### src/rtl/ps2_kbd_tx.sv
// ps2_kbd_tx: device-side PS/2 keyboard transmitter; queues scan codes and sends 11-bit frames.
// Optional host clock-inhibit input is enabled by defining PS2_TX_INHIBIT_EN.
module ps2_kbd_tx #(
    parameter int PS2DIV     = 480,
    parameter int FIFO_DEPTH = 16,
    parameter int GAP_HALVES = 4
) (
    input  logic       clk_sys,
    input  logic       reset,
    input  logic       wr_en,
    input  logic [7:0] wr_data,
`ifdef PS2_TX_INHIBIT_EN
    input  logic       ps2_inhibit,
`endif
    output logic       full,
    output logic       empty,
    output logic       busy,
    output logic       overflow,
    output logic       ps2_kbd_clk,
    output logic       ps2_kbd_data
);

    localparam int AW      = (FIFO_DEPTH > 1) ? $clog2(FIFO_DEPTH) : 1;
    localparam int CW      = AW + 1;
    localparam int GAP_LEN = (GAP_HALVES > 0) ? GAP_HALVES * PS2DIV : 1;
    localparam int DIV_MAX = (GAP_LEN > PS2DIV) ? GAP_LEN : PS2DIV;
    localparam int DW      = $clog2(DIV_MAX);
    localparam logic [DW-1:0] HALF_LAST = DW'(PS2DIV - 1);
    localparam logic [DW-1:0] GAP_LAST  = DW'(GAP_LEN - 1);

    typedef enum logic [1:0] {IDLE, HIGH, LOW, GAP} state_t;

    logic [7:0]    mem [FIFO_DEPTH];
    logic [AW-1:0] wr_ptr_reg, rd_ptr_reg;
    logic [CW-1:0] count_reg, count_next;
    logic          full_reg, empty_reg, overflow_reg;

    state_t        state_reg;
    logic [DW-1:0] div_reg;
    logic [3:0]    bit_reg;
    logic [10:0]   sr_reg;
    logic          clk_reg;

    logic          push, pop, start, abort;
    logic [7:0]    head;

`ifdef PS2_TX_INHIBIT_EN
    // An aborted byte is kept in byte_reg and takes priority over the FIFO head,
    // so it cannot be lost even if the FIFO filled up meanwhile.
    logic          pend_reg;
    logic [7:0]    byte_reg;

    always_comb begin
        head  = pend_reg ? byte_reg : mem[rd_ptr_reg];
        start = (state_reg == IDLE) && !ps2_inhibit && (pend_reg || !empty_reg);
        pop   = start && !pend_reg;
        abort = ps2_inhibit && ((state_reg == HIGH) || (state_reg == LOW)) && (bit_reg != 4'd10);
    end
`else
    always_comb begin
        head  = mem[rd_ptr_reg];
        start = (state_reg == IDLE) && !empty_reg;
        pop   = start;
        abort = 1'b0;
    end
`endif

    assign push = wr_en && !full_reg;

    always_comb begin
        count_next = count_reg;
        if (push && !pop)
            count_next = count_reg + CW'(1);
        else if (!push && pop)
            count_next = count_reg - CW'(1);
    end

    always_ff @(posedge clk_sys) begin
        if (push)
            mem[wr_ptr_reg] <= wr_data;
    end

    always_ff @(posedge clk_sys) begin
        if (reset) begin
            wr_ptr_reg   <= '0;
            rd_ptr_reg   <= '0;
            count_reg    <= '0;
            full_reg     <= 1'b0;
            empty_reg    <= 1'b1;
            overflow_reg <= 1'b0;
        end else begin
            if (push)
                wr_ptr_reg <= wr_ptr_reg + AW'(1);
            if (pop)
                rd_ptr_reg <= rd_ptr_reg + AW'(1);
            count_reg    <= count_next;
            full_reg     <= (count_next == CW'(FIFO_DEPTH));
            empty_reg    <= (count_next == '0);
            overflow_reg <= wr_en && full_reg;
        end
    end

    // Data line is sr_reg[0] directly; sr_reg is all ones whenever no frame is on the wire.
    always_ff @(posedge clk_sys) begin
        if (reset) begin
            state_reg <= IDLE;
            div_reg   <= '0;
            bit_reg   <= '0;
            sr_reg    <= '1;
            clk_reg   <= 1'b1;
`ifdef PS2_TX_INHIBIT_EN
            pend_reg  <= 1'b0;
            byte_reg  <= '0;
`endif
        end else begin
            case (state_reg)
                IDLE: begin
                    div_reg <= '0;
                    if (start) begin
                        sr_reg    <= {1'b1, ~^head, head, 1'b0};
                        bit_reg   <= '0;
                        state_reg <= HIGH;
`ifdef PS2_TX_INHIBIT_EN
                        byte_reg  <= head;
                        pend_reg  <= 1'b0;
`endif
                    end
                end
                HIGH: begin
                    if (abort) begin
                        state_reg <= GAP;
                        div_reg   <= '0;
                        clk_reg   <= 1'b1;
                        sr_reg    <= '1;
`ifdef PS2_TX_INHIBIT_EN
                        pend_reg  <= 1'b1;
`endif
                    end else if (div_reg == HALF_LAST) begin
                        div_reg   <= '0;
                        clk_reg   <= 1'b0;
                        state_reg <= LOW;
                    end else begin
                        div_reg <= div_reg + DW'(1);
                    end
                end
                LOW: begin
                    if (abort) begin
                        state_reg <= GAP;
                        div_reg   <= '0;
                        clk_reg   <= 1'b1;
                        sr_reg    <= '1;
`ifdef PS2_TX_INHIBIT_EN
                        pend_reg  <= 1'b1;
`endif
                    end else if (div_reg == HALF_LAST) begin
                        div_reg <= '0;
                        clk_reg <= 1'b1;
                        if (bit_reg == 4'd10) begin
                            state_reg <= GAP;
                            sr_reg    <= '1;
                        end else begin
                            sr_reg    <= {1'b1, sr_reg[10:1]};
                            bit_reg   <= bit_reg + 4'd1;
                            state_reg <= HIGH;
                        end
                    end else begin
                        div_reg <= div_reg + DW'(1);
                    end
                end
                GAP: begin
                    if (div_reg == GAP_LAST) begin
                        div_reg   <= '0;
                        state_reg <= IDLE;
                    end else begin
                        div_reg <= div_reg + DW'(1);
                    end
                end
                default: state_reg <= IDLE;
            endcase
        end
    end

    assign full         = full_reg;
    assign empty        = empty_reg;
    assign overflow     = overflow_reg;
    assign busy         = (state_reg != IDLE);
    assign ps2_kbd_clk  = clk_reg;
    assign ps2_kbd_data = sr_reg[0];

endmodule

### config.mk
export PLATFORM = sky130hd
export DESIGN_NAME = ps2_kbd_tx
export DESIGN_NICKNAME = d
export VERILOG_FILES = /design/src/rtl/ps2_kbd_tx.sv
export SDC_FILE = /design/constraint.sdc
export NUM_CORES = 1
export LEC_CHECK = 0
export CAP_MARGIN = 10
export CORE_ASPECT_RATIO = 1.75
export CORE_MARGIN = 1
export CORE_UTILIZATION = 55
export DETAILED_ROUTE_END_ITERATION = 12
export PLACE_DENSITY = 0.72
export SYNTH_ARGS = -nofsm -noshare
export SYNTH_HDL_FRONTEND = slang
export SYNTH_SLANG_ARGS = --single-unit
export TNS_END_PERCENT = 5
### constraint.sdc
create_clock -name clk_sys -period 2.3 [get_ports clk_sys]
set_input_delay 0.46 -clock clk_sys [delete_from_list [all_inputs] [get_ports clk_sys]]
set_output_delay 0.46 -clock clk_sys [all_outputs]
set_load 0.02 [all_outputs]
==> flow_metrics.py <==
metrics = {
    "timing": {
        "finalCritPeriodShare": 0.967,
        "finalHoldViolCount": 0,
        "fmax_mhz": 450,
        "finalSetupViolCount": 0,
        "slew_viol_final": 0,
        "slew_headroom": 0.479,
        "finalCriticalPeriod_ps": 2220,
        "whs_ps": 477,
        "timing.final.ws_setup_ps": 75.4,
        "finClkSkew_ps": 9.15,
        "rsz0062_at_grt": "yes",
        "tightest_slew_ps": 776,
    },
    "power": {
        "power_per_cell_area_nw_per_um2": 1040,
        "clock_power_share": 0.321,
        "ir_drop_mv": 0.622,
        "intPower_uw": 6180,
        "power.switching_uw": 2440,
        "p_seq_frac": 0.438,
        "p_sw_frac": 0.283,
        "leakage_uw": 0.00282,
        "power_frac_comb": 0.241,
    },
    "critical_path": {
        "crit_path_end_kind": "register",
        "crit_top_cell": "xnor2_1",
        "required_ps": 2600,
        "cp-start-kind": "register",
        "crit_chain": "buf_12 -> mux4_1 -> a22oi_1 -> nand2_1 -> xor2_1 -> xnor2_1 -> xnor2_1 -> a32oi_1",
        "crit_slowest_cell": "mux4_1",
        "r2r_end": "sr_reg[9]",
        "crit_path_max_fanout": 8,
        "setup.worst_path.end": "sr_reg[9]",
        "reg2reg_depth": 8,
        "r2r_setup_slack_ps": 80,
        "critPathKind": "reg2reg",
        "critPathArrivalTime_ps": 2520,
        "cpPeakStageDelay_ps": 560,
    },
    "hold_path": {
        "hold_path_class": "reg2reg",
    },
    "route": {
        "postRouteAntennaNets": 0,
        "vias": 4048,
        "first_pass_iters": 5,
        "routedWlPerCell_um": 19.5,
        "drc": 0,
        "route.final.wire_length_um": 13600,
        "drt_iter0_markers": 212,
        "via_per_inst": 5.79,
    },
    "placed_design": {
        "gp_congestion": 0.785,
        "pre_cts_slack_ps": 48.1,
        "portBuffers": 16,
        "dp.final_hpwl_um": 9490,
    },
    "logic_synthesis": {
        "synth_most_common_cell": "edfxtp_1",
        "synth_largest_area_cell": "edfxtp_1",
        "synth-edff-count": 128,
        "synthArstFlopShare": 0,
        "synth_top_area_frac": 0.536,
        "syn_avg_cell_area_um2": 15.2,
        "synth-seq-cells": 176,
        "syn-cell-area_um2": 7170,
        "syn_inst": 472,
        "yosysWarningCount": 0,
        "synth_commonest_cells": "edfxtp_1, dfxtp_1, nor2_1",
        "yosysUniqueCellTypes": 43,
        "ys.flop_type": "edfxtp_1",
        "syn-num-nets": 498,
        "synthTopCellsByArea": "edfxtp_1, dfxtp_1, mux4_2",
        "ys_seq_area_frac": 0.670,
    },
    "clock_network": {
        "cts_tree": "yes",
        "clockBufferDepth": 2,
        "root_buffer": "clkbuf_16",
        "numCtsBuffers": 17,
        "post-cts-setup-buffers": 0,
        "clkLatencyLatePin_ps": 420,
        "clkTransAtPathRegs_ps": 60,
        "hold_buffers": 0,
        "h-tree-depth": 4,
        "ctsResizeCount": 1,
        "clock-sinks": 176,
    },
    "global_route": {
        "grt_usage": 0.222,
        "grt_pass1_vias": 4208,
        "grt_pass1_wl_um": 21700,
        "antenna_found_initial": 0,
        "grt_max_degree": 33,
        "grt_overflow": 0,
    },
    "run": {
        "cap_violations": 0,
    },
    "floorplanning": {
        "pin_count": 17,
        "die_h_um": 153,
        "die_w_um": 88.3,
        "core_um2": 12600,
        "rows": 54,
        "die_area_um2": 13500,
        "initial_core_util": 0.570,
    },
    "final_layout": {
        "drive_above_1_share": 0.164,
        "n_antenna_cell": 0,
        "area_growth_pct": 15.2,
        "fin_util": 0.657,
        "fin_nets": 546,
        "largest_reg_flops": 128,
    },
    "status": {
        "outcome": "finished clean",
    },
}
## metrics by stage
stage | cells | setup TNS [ps] | power, uW | instance area [um2]
6_report | 699 | 0 | 8620 | 8260
5_1_grt | 699 | -47.7 | 9000 | 8260
4_1_cts | 699 | 0 | 8640 | 8240
3_5_place_dp | 669 | 0 | 5890 | 7680
3_3_place_gp | 669 | 0 | 5810 | 7680
2_1_floorplan | 472 | 0 | 5320 | 7170
## worst min path at each step
stage / startpoint / cells past startpoint / endpoint
6_report: div_reg[0] / 1 / div_reg[0]
5_1_grt: div_reg[0] / 1 / div_reg[0]
4_1_cts: div_reg[0] / 1 / div_reg[0]
3_5_place_dp: div_reg[0] / 1 / div_reg[0]
3_3_place_gp: div_reg[0] / 1 / div_reg[0]
2_1_floorplan: div_reg[0] / 1 / div_reg[0]
## metal layers
layer / vias to the layer above / share of wire / GRT usage
met5: - / 0 / 0
met4: 0 / 0.029 / 0.118
met3: 27 / 0.027 / 0.0400
met2: 103 / 0.57 / 0.399
met1: 2023 / 0.37 / 0.241
li1: 1895 / - / -
## placed cells by master, fill, tap and decap left out, drive strengths merged, types with 16 or more instances in the layout
master / netlist / layout
inv: 13 / 16
clkbuf: 8 / 18
buf: 10 / 33
dfxtp: 48 / 48
nor2: 44 / 44
nand2: 42 / 42
edfxtp: 128 / 128
mux4: 32 / 32
a22oi: 17 / 17
## cell families after synthesis
kind of cell / after synthesis / share of synthesized area
and+or+nand+nor: 128 / 0.0806
adders and majority gates: 15 / 0.0262
muxes: 32 / 0.106
AOI/OAI and AO/OA: 62 / 0.0581
buffers and inverters: 33 / 0.0272
DFF: 176 / 0.670
xor gates and xnor gates: 26 / 0.0318
## worst max-delay path: cells and delay by family (launching register included)
| kind | cells | cell delay (ps) |
|---|---|---|
| AND/OR/NAND/NOR | 1 | 140 |
| flip-flops | 1 | 390 |
| XOR/XNOR | 3 | 510 |
| AO/OA/AOI/OAI | 2 | 340 |
| multiplexers | 1 | 560 |
| buffers and inverters | 1 | 150 |
## layout make-up
| cell class | instances | area [um2] |
|---|---|---|
| Clock inverter | 12 | 134 |
| Tap cell | 168 | 210 |
| Inverter | 13 | 48.8 |
| Sequential cell | 176 | 4810 |
| Timing Repair Buffer | 49 | 444 |
| Clock buffer | 18 | 429 |
| Multi-Input combinational cell | 263 | 2180 |
| Fill cell | 863 | 4310 |
## power by group through the flow
stage               clock [uW]  combinational (uW)  sequential, uW
finish                    2770                2070            3770
global route              2920                2280            3800
CTS                       2810                2070            3770
detailed placement           0                2060            3830
global placement             0                1990            3820
floorplan                    0                1500            3820
No activity file was read; power rests on OpenSTA's default activity.
